### src/rtl/ev_pkg.sv
// Shared encodings and record layout for the EV session meter.
// Energy and duration widths are parameters of the top, so the struct holds the fixed-width fields.
package ev_pkg;

   localparam logic [3:0] ST_IDLE     = 4'b0001;
   localparam logic [3:0] ST_CHARGING = 4'b0010;
   localparam logic [3:0] ST_FULL     = 4'b0100;
   localparam logic [3:0] ST_ERROR    = 4'b1000;

   localparam logic [1:0] CAUSE_FULL  = 2'd1;
   localparam logic [1:0] CAUSE_ERROR = 2'd2;
   localparam logic [1:0] CAUSE_ABORT = 2'd3;

   typedef enum logic [1:0] {
      S_IDLE,
      S_ACTIVE,
      S_CLOSE
   } sess_state_e;

   typedef struct packed {
      logic [3:0] slot;
      logic [1:0] cause;
      logic [7:0] fault;
   } rec_hdr_t;

   localparam int REC_HDR_W = $bits(rec_hdr_t);

   // Full packed record: header, then duration, then energy (LSBs).
   function automatic int rec_w(input int energy_w, input int dur_w);
      return REC_HDR_W + dur_w + energy_w;
   endfunction

endpackage

### src/rtl/ev_record_fifo.sv
// First-word-fall-through FIFO for session records; DEPTH must be a power of 2.
// A write into a full FIFO is accepted only when the same cycle pops the head.
module ev_record_fifo #(
   parameter int DEPTH = 4,
   parameter int W     = 8
) (
   input  logic                     clk,
   input  logic                     rst,
   input  logic                     wr_en,
   input  logic [W-1:0]             wr_data,
   input  logic                     rd_en,
   output logic [W-1:0]             rd_data,
   output logic                     full,
   output logic                     empty,
   output logic [$clog2(DEPTH):0]   count
);

   localparam int AW    = $clog2(DEPTH);
   localparam int CNT_W = AW + 1;

   logic [W-1:0]     mem_q [DEPTH];
   logic [AW-1:0]    wr_ptr_q, wr_ptr_d;
   logic [AW-1:0]    rd_ptr_q, rd_ptr_d;
   logic [CNT_W-1:0] count_q, count_d;
   logic             do_wr, do_rd;

   assign empty   = (count_q == '0);
   assign full    = (count_q == CNT_W'(DEPTH));
   assign count   = count_q;
   assign rd_data = mem_q[rd_ptr_q];

   assign do_rd = rd_en && !empty;
   assign do_wr = wr_en && (!full || do_rd);

   always_comb begin
      wr_ptr_d = wr_ptr_q;
      rd_ptr_d = rd_ptr_q;
      count_d  = count_q;
      if (do_wr) wr_ptr_d = wr_ptr_q + AW'(1);
      if (do_rd) rd_ptr_d = rd_ptr_q + AW'(1);
      case ({do_wr, do_rd})
         2'b10:   count_d = count_q + CNT_W'(1);
         2'b01:   count_d = count_q - CNT_W'(1);
         default: count_d = count_q;
      endcase
   end

   // Storage is cleared on reset so the head outputs read 0 while empty.
   always_ff @(posedge clk or posedge rst) begin
      if (rst) begin
         wr_ptr_q <= '0;
         rd_ptr_q <= '0;
         count_q  <= '0;
         for (int i = 0; i < DEPTH; i++) mem_q[i] <= '0;
      end else begin
         wr_ptr_q <= wr_ptr_d;
         rd_ptr_q <= rd_ptr_d;
         count_q  <= count_d;
         if (do_wr) mem_q[wr_ptr_q] <= wr_data;
      end
   end

endmodule

### src/rtl/ev_session_meter.sv
// Per-session energy/duration meter: accumulates V*I while charging, classifies the
// end cause and queues one record per session for the billing side.
module ev_session_meter
   import ev_pkg::*;
#(
   parameter int FIFO_DEPTH = 4,
   parameter int ENERGY_W   = 48,
   parameter int DUR_W      = 32
) (
   input  logic                          clk,
   input  logic                          reset,
   input  logic                          charging,
   input  logic [3:0]                    state,
   input  logic [3:0]                    slot_id,
   input  logic [7:0]                    fault_code,
   input  logic [15:0]                   voltage,
   input  logic [15:0]                   current,
   output logic                          active,
   output logic [ENERGY_W-1:0]           live_energy,
   output logic                          rec_valid,
   input  logic                          rec_ready,
   output logic [3:0]                    rec_slot,
   output logic [DUR_W-1:0]              rec_duration,
   output logic [ENERGY_W-1:0]           rec_energy,
   output logic [1:0]                    rec_cause,
   output logic [7:0]                    rec_fault,
   output logic [$clog2(FIFO_DEPTH):0]   fifo_count,
   output logic                          overflow,
   output logic [7:0]                    drop_cnt
);

   localparam int REC_W = rec_w(ENERGY_W, DUR_W);

   sess_state_e         state_q, state_d;
   logic [ENERGY_W-1:0] acc_e_q, acc_e_d;
   logic [DUR_W-1:0]    dur_q, dur_d;
   logic [3:0]          slot_q, slot_d;
   logic [7:0]          fault_q, fault_d;
   logic [1:0]          cause_q, cause_d;
   logic                overflow_q, overflow_d;
   logic [7:0]          drop_cnt_q, drop_cnt_d;

   logic [31:0]         pwr;
   logic [ENERGY_W-1:0] pwr_e;
   logic [ENERGY_W:0]   e_sum;
   logic                load, push, pop, drop, fifo_full, fifo_empty;
   rec_hdr_t            wr_hdr, rd_hdr;
   logic [REC_W-1:0]    wr_rec, rd_rec;

   assign pwr   = 32'(voltage) * 32'(current);
   assign pwr_e = ENERGY_W'(pwr);
   assign e_sum = {1'b0, acc_e_q} + {1'b0, pwr_e};

   // A new session may start straight out of S_CLOSE, so back-to-back sessions lose no cycle.
   assign load = charging && (state_q == S_IDLE || state_q == S_CLOSE);

   always_comb begin
      state_d = state_q;
      acc_e_d = acc_e_q;
      dur_d   = dur_q;
      slot_d  = slot_q;
      fault_d = fault_q;
      cause_d = cause_q;
      push    = 1'b0;
      case (state_q)
         S_IDLE: ;
         S_ACTIVE: begin
            if (charging) begin
               acc_e_d = e_sum[ENERGY_W] ? '1 : e_sum[ENERGY_W-1:0];
               if (dur_q != '1) dur_d = dur_q + DUR_W'(1);
               if (fault_q == 8'd0) fault_d = fault_code;
            end else begin
               case (state)
                  ST_FULL:  cause_d = CAUSE_FULL;
                  ST_ERROR: cause_d = CAUSE_ERROR;
                  default:  cause_d = CAUSE_ABORT;
               endcase
               state_d = S_CLOSE;
            end
         end
         S_CLOSE: begin
            push    = 1'b1;
            state_d = S_IDLE;
         end
         default: state_d = S_IDLE;
      endcase
      if (load) begin
         state_d = S_ACTIVE;
         acc_e_d = pwr_e;
         dur_d   = DUR_W'(1);
         slot_d  = slot_id;
         fault_d = fault_code;
      end
   end

   assign pop  = rec_valid && rec_ready;
   assign drop = push && fifo_full && !pop;

   always_comb begin
      overflow_d = overflow_q | drop;
      drop_cnt_d = drop_cnt_q;
      if (drop && drop_cnt_q != 8'hFF) drop_cnt_d = drop_cnt_q + 8'd1;
   end

   always_ff @(posedge clk or posedge reset) begin
      if (reset) begin
         state_q    <= S_IDLE;
         acc_e_q    <= '0;
         dur_q      <= '0;
         slot_q     <= '0;
         fault_q    <= '0;
         cause_q    <= '0;
         overflow_q <= 1'b0;
         drop_cnt_q <= '0;
      end else begin
         state_q    <= state_d;
         acc_e_q    <= acc_e_d;
         dur_q      <= dur_d;
         slot_q     <= slot_d;
         fault_q    <= fault_d;
         cause_q    <= cause_d;
         overflow_q <= overflow_d;
         drop_cnt_q <= drop_cnt_d;
      end
   end

   assign wr_hdr = '{slot: slot_q, cause: cause_q, fault: fault_q};
   assign wr_rec = {wr_hdr, dur_q, acc_e_q};

   ev_record_fifo #(
      .DEPTH (FIFO_DEPTH),
      .W     (REC_W)
   ) u_fifo (
      .clk     (clk),
      .rst     (reset),
      .wr_en   (push),
      .wr_data (wr_rec),
      .rd_en   (rec_ready),
      .rd_data (rd_rec),
      .full    (fifo_full),
      .empty   (fifo_empty),
      .count   (fifo_count)
   );

   assign {rd_hdr, rec_duration, rec_energy} = rd_rec;
   assign rec_slot  = rd_hdr.slot;
   assign rec_cause = rd_hdr.cause;
   assign rec_fault = rd_hdr.fault;
   assign rec_valid = !fifo_empty;

   assign active      = (state_q == S_ACTIVE);
   assign live_energy = acc_e_q;
   assign overflow    = overflow_q;
   assign drop_cnt    = drop_cnt_q;

endmodule

### config.mk
export PLATFORM = sky130hd
export DESIGN_NAME = ev_session_meter
export DESIGN_NICKNAME = d
export VERILOG_FILES = /design/src/rtl/ev_pkg.sv /design/src/rtl/ev_record_fifo.sv /design/src/rtl/ev_session_meter.sv
export SDC_FILE = /design/constraint.sdc
export NUM_CORES = 2
export LEC_CHECK = 0
export ABC_CLOCK_PERIOD_IN_PS = 18000
export CAP_MARGIN = 10
export CORE_ASPECT_RATIO = 0.8
export CORE_MARGIN = 1
export CORE_UTILIZATION = 55
export CTS_CLUSTER_SIZE = 40
export DETAILED_ROUTE_END_ITERATION = 8
export GPL_ROUTABILITY_DRIVEN = 1
export PLACE_DENSITY_LB_ADDON = 0.25
export SETUP_SLACK_MARGIN = 0.4
export SYNTH_ARGS = -nofsm -noshare
export SYNTH_HDL_FRONTEND = slang
export SYNTH_SLANG_ARGS = --single-unit
### constraint.sdc
create_clock -name clk -period 18 [get_ports clk]
set_clock_uncertainty 0.05 [all_clocks]
set_input_delay 2.7 -clock clk [delete_from_list [all_inputs] [get_ports clk]]
set_output_delay 2.7 -clock clk [all_outputs]
set_load 0.1 [all_outputs]
## After elaboration in Yosys (flattened, before gate mapping)

Index checks and enable logic that the tools add are counted.

- Bits in writable memories: 0
- Register bits: 488
- ROM bits: 0
- Bits in latches: 0
- Memories kept: 0
- Output and inout port bits: 156

- Shifts and indexed selects: 0
- Multiplexer cells: 24
- Bitwise gates (word level): 4
- $mul: 1
- Divide/modulo/power cells: 0
- Reductions and logical operators: 25
- Order comparisons: 3
- Add/subtract/negate cells: 7
- Eq/ne operators: 11

Operators with widths:

| kind | count |
|---|---|
| bitwise mux 376 bit | 1 |
| two-way mux 94 bit | 3 |
| two-way mux 48 bit | 4 |
| binary-select mux 94 bit (select 2 bit) | 1 |
| demux 94 bit (select 2 bit) | 1 |
| two-way mux 32 bit | 4 |
| adder 48 x 32 -> 49 bit | 1 |
| adder 32 x 1 -> 32 bit (second input constant) | 1 |
| multiplier 16 x 16 -> 32 bit | 1 |
| two-way mux 8 bit | 4 |
| inequality test 32 bit (second input constant) | 1 |
| nonzero test 2 bit | 5 |
| adder 8 x 1 -> 8 bit (second input constant) | 1 |
| zero test 8 bit | 1 |
| inequality test 8 bit (second input constant) | 1 |
| case mux 2 bit (2 select lines) | 2 |
| logical AND 1 bit | 7 |
| greater-or-equal comparator 3 bit (second input constant) | 2 |
| NOT 2 -> 3 bit | 2 |
| case mux 3 bit (2 select lines) | 1 |
| AND reduction 2 bit | 3 |
| AND reduction 3 bit | 2 |
| adder 2 x 1 -> 2 bit (second input constant) | 2 |
| == test 2 x 1 -> 1 bit (second input constant) | 2 |
| 17 further kinds | 22 |

## Logic depth before layout (Yosys ltp)

- Depth in word-level cells: 7
- Depth in mapped cells: 34
- Mapped depth without buffers: 31

## Modules after synthesis

Synthesis repeated with hierarchy kept, for this count alone.

- Cells, all modules: 2687
- Area, all modules: 32055.7 sq um

Modules (own cells, without submodules):

| module | area each (sq um) | cells each | sequential area each (sq um) | instances |
|---|---|---|---|---|
| ev_record_fifo | 16671.0 | 950 | 9584.2 | 1 |
| ev_session_meter | 15384.8 | 1737 | 2627.5 | 1 |

## Least setup slack after synthesis

OpenSTA, ideal clock, no wires.

- Path type: input to register
- From: input port current[1]
- To: register acc_e_q[47], in the netlist live_energy[47]
- Library setup time: 0.090 ns
- Slack: 7.843 ns
- Path buffers: 2
- Arrival: 10.017 ns
- Cell stages on the path: 28
- Data required time: 17.860 ns
- Path through: clkbuf_1 nand2_1 fa_1 fa_1 fa_1 inv_1 ha_1 fa_1 inv_1 fa_1 inv_1 ha_1 a21o_1 or4_1 nand4_1 nand3b_1 a21o_1 xor2_1 ha_1 clkbuf_1 nand2_1 or3_1 a211oi_1 o311ai_1 a311oi_1 o21bai_1 or4_1 o2111ai_1

- Cells in the longest elaborated chain, start to end: 6

Ends and longest elaborated chain:

| item | RTL line | source |
|---|---|---|
| from (decl) | ev_session_meter.sv:17 | `input logic [15:0] current,` |
| multiplier 16 x 16 -> 32 bit | ev_session_meter.sv:50 | `assign pwr = 32'(voltage) * 32'(current);` |
| adder 48 x 32 -> 49 bit | ev_session_meter.sv:52 | `assign e_sum = {1'b0, acc_e_q} + {1'b0, pwr_e};` |
| two-way mux 48 bit | ev_session_meter.sv:69 | `acc_e_d = e_sum[ENERGY_W] ? '1 : e_sum[ENERGY_W-1:0];` |
| two-way mux 48 bit | ev_session_meter.sv:68 | `if (charging) begin` |
| two-way mux 48 bit | ev_session_meter.sv:65 | `case (state_q)` |
| two-way mux 48 bit | ev_session_meter.sv:87 | `if (load) begin` |
| to (signal assigned) | ev_session_meter.sv:108 | `acc_e_q <= '0;` |
| to (signal assigned) | ev_session_meter.sv:117 | `acc_e_q <= acc_e_d;` |
| to (decl) | ev_session_meter.sv:35 | `logic [ENERGY_W-1:0] acc_e_q, acc_e_d;` |

Every way passes these cells. The select of a mux whose other input is x is not followed.
A chain may end at the register's enable or synchronous reset.

## Worst setup path after layout

Same ends and word-level chain as after synthesis.

==> impl_metrics.json <==
{
  "wl_um": 74370,
  "cts_tree": "built",
  "worst_r2r_endpoint": "live_energy[5]$_DFFE_PP0P_",
  "slew_violations": 0,
  "path_class": "input port to register",
  "post_cts_buffers": 0,
  "dieArea_um2": 58470,
  "synth_seq_cells": 488,
  "drc_errors": 0,
  "root_buffer": "clkbuf_16",
  "antenna_found_initial": 1,
  "yosys_warnings": 0,
  "cts_buffer_depth": 3,
  "vias": 21780,
  "synth.distinct_cells": 73,
  "coreArea_um2": 56700,
  "crit_fanout": 16,
  "grt_use_total": 0.2596,
  "critPathLaunchType": "input port",
  "io-pin-count": 208,
  "synth-edff-count": 0,
  "avgSynthCellArea_um2": 11.50,
  "area_delta_synth_final_pct": 13.54,
  "r2r_cells": 12,
  "post_route_cells_drive_above_1_share": 0.1953,
  "synth_fp_nets": 3144,
  "outcome": "completed",
  "fillers": 4358,
  "tightest_slew_ps": 1136,
  "netlist.area_leader.share": 0.3862,
  "syn_inst": 2750,
  "gp_congestion": 0.8917,
  "die_width_um": 270.1,
  "hold_viol": 0,
  "end_kind": "register",
  "synthArstFlopShare": 1.000,
  "ctsHoldBuffers": 0,
  "drt_first_pass_iters": 5,
  "reg2reg_from": "live_energy[0]$_DFFE_PP0P_",
  "drv_cap": 0,
  "register_area_um2": 12220,
  "critical-path-max-stage-delay_ps": 910,
  "min_to": "u_fifo.mem_q[235]$_DFFE_PP0P_",
  "fin_crit_ps": 11410,
  "ctsHtreeMaxLevel": 2,
  "synth_top_cell_by_area": "dfrtp_1",
  "synthTopCellsByArea": "dfrtp_1, mux2_2, fa_1",
  "fin_nets": 3271,
  "cts-buffers-inserted": 46,
  "grt_pass1_vias": 22350,
  "fin_setup_tns_ps": 0,
  "grt_start_max_net_pins": 123,
  "rsz0062_at_grt": "false",
  "ctsResizeCount": 0,
  "min_path_type": "register to register",
  "path_delay_family": "adder cells",
  "reg2reg_slack_ps": 14040,
  "drt_iter0_drc": 1456,
  "postRouteAntennaNets": 0,
  "dp_hpwl_um": 51950,
  "die_h_um": 216.5,
  "multiInputGateArea_um2": 17890,
  "synth_ff_type": "dfrtp_1",
  "wire_per_inst_um": 20.24,
  "slowest_stage": "clkdlybuf4s50_1",
  "synth_area_um2": 31620,
  "start_util": 0.5577,
  "via_per_inst": 5.925,
  "io_buffer_count": 207,
  "clk_latency_ps": 580,
  "grt.overflow.total": 0,
  "max_freq_ghz": 0.08761,
  "seq_area_frac_synth": 0.3862,
  "cts.sinks": 488,
  "slew_headroom": 0.2401,
  "path_buf_inv": 4,
  "setup_violations": 0,
  "finalCritPeriodShare": 0.6342,
  "clkTransAtPathRegs_ps": 70,
  "critPathArrivalTime_ps": 11850,
  "crit_top_cell": "fa_1",
  "worstPathRequired_ps": 18440,
  "hold_start": "u_fifo.mem_q[235]$_DFFE_PP0P_",
  "grt_pass1_wl_um": 121700,
  "min_path_cells": 2,
  "rows": 78
}
## Yosys cell counts (4+ instances only)
library cell / number
ha_1: 146
o31a_1: 5
nor2b_1: 7
a21oi_1: 67
xor2_1: 43
o311ai_0: 6
nand3_1: 38
xnor2_1: 48
mux2_2: 359
inv_1: 264
o2111ai_1: 4
and3_1: 12
and4_1: 4
nor3_1: 11
fa_1: 196
or4_1: 8
mux4_2: 94
or3_1: 10
o21a_1: 14
a31oi_1: 12
o22ai_1: 24
buf_1: 8
a311oi_1: 4
a211oi_1: 7
o211ai_1: 11
nor4_1: 4
o21ai_0: 76
nor2_1: 88
nand4_1: 25
nand2_1: 287
and2_1: 126
o31ai_1: 4
a21o_1: 30
clkbuf_1: 131
o21ai_1: 22
dfrtp_1: 488
o21bai_1: 7
nand2b_1: 7
buf_2: 5
## layout make-up
class | instances | share of cell area
Clock buffer | 64 | 0.03729
Sequential cell | 488 | 0.3403
Inverter | 264 | 0.02781
Antenna cell | 1 | 0.00006969
Multi-Input combinational cell | 1851 | 0.4981
Clock inverter | 21 | 0.008224
Tap cell | 760 | 0.02648
Timing Repair Buffer | 226 | 0.06168
## placed cells by master (no fill, tap or decap), types with 87 or more instances in the layout
cell | synthesis | layout
dfrtp_1 | 488 | 486
mux2_2 | 359 | 359
nand2_1 | 287 | 283
inv_1 | 264 | 263
clkdlybuf4s50_1 | 0 | 207
fa_1 | 196 | 196
ha_1 | 146 | 146
and2_1 | 126 | 126
mux4_2 | 94 | 94
nor2_1 | 88 | 87
## worst register-to-register path: stages (launching register included)
cell and delay, ps:
dfrtp_1 470, ha_1 250, inv_1 70, fa_1 400, nand2b_1 180, a21oi_1 210
o31ai_1 90, a21boi_1 310, o31ai_2 210, a2111oi_4 350, or3_1 840, o22ai_1 250
o21ai_1 200
## flip-flops by register name, summed over array words and instances, names as in the netlist
register         count
u_fifo.rd_ptr_q      2
cause_q              2
state_q              2
u_fifo.wr_ptr_q      2
dur_q               32
slot_q               4
fault_q              8
u_fifo.mem_q       376
drop_cnt             8
overflow             1
u_fifo.count         3
live_energy         48
## cells by family (layout without fill, tap and decap cells)
kind of cell,count (synthesis),count (layout),share of synthesized area
flip-flops,488,488,0.3862
AO/OA/AOI/OAI,324,324,0.06556
multiplexers,454,454,0.1951
AND/OR/NAND/NOR,640,640,0.09654
buffers and inverters,411,575,0.04958
XOR/XNOR,91,91,0.02520
adder cells (fa/ha/maj),342,342,0.1818
other,0,1,0
## routing by layer
metal  vias to the layer above  global-route usage  part of all wire
met5                         -                   0                 0
met4                         0             0.04072             0.013
met3                        76             0.04975             0.067
met2                       635              0.4111              0.47
met1                     11380              0.3802              0.45
li1                       9681                   -                 -
## worst max path at each step
stage	end	slack, ps	cells past startpoint	from
floorplan	cause_q[0]$_DFFE_PP0P_	1630	1	reset
global placement	live_energy[47]$_DFFE_PP0P_	6450	27	current[1]
detailed placement	live_energy[47]$_DFFE_PP0P_	6210	27	current[1]
CTS	live_energy[47]$_DFFE_PP0P_	6800	27	current[1]
global route	live_energy[43]$_DFFE_PP0P_	6200	28	current[1]
finish	live_energy[47]$_DFFE_PP0P_	6590	27	current[1]
## stage by stage
stage                 util  hold WS [ps]  setup slack, ps  cell area (um^2)  cells
floorplan                -         394.6             1631             31620   2750
global placement    0.6044         403.1             6447             34270   3589
detailed placement  0.6044         412.6             6211             34270   3589
CTS                 0.6332         428.8             6796             35900   3674
global route        0.6332         446.1             6200             35900   3674
finish              0.6332         426.1             6585             35910   3675
Power is left out: the tool's default activity adds up to more than one toggle a clock period on the data nets, which glitch-free logic cannot reach.
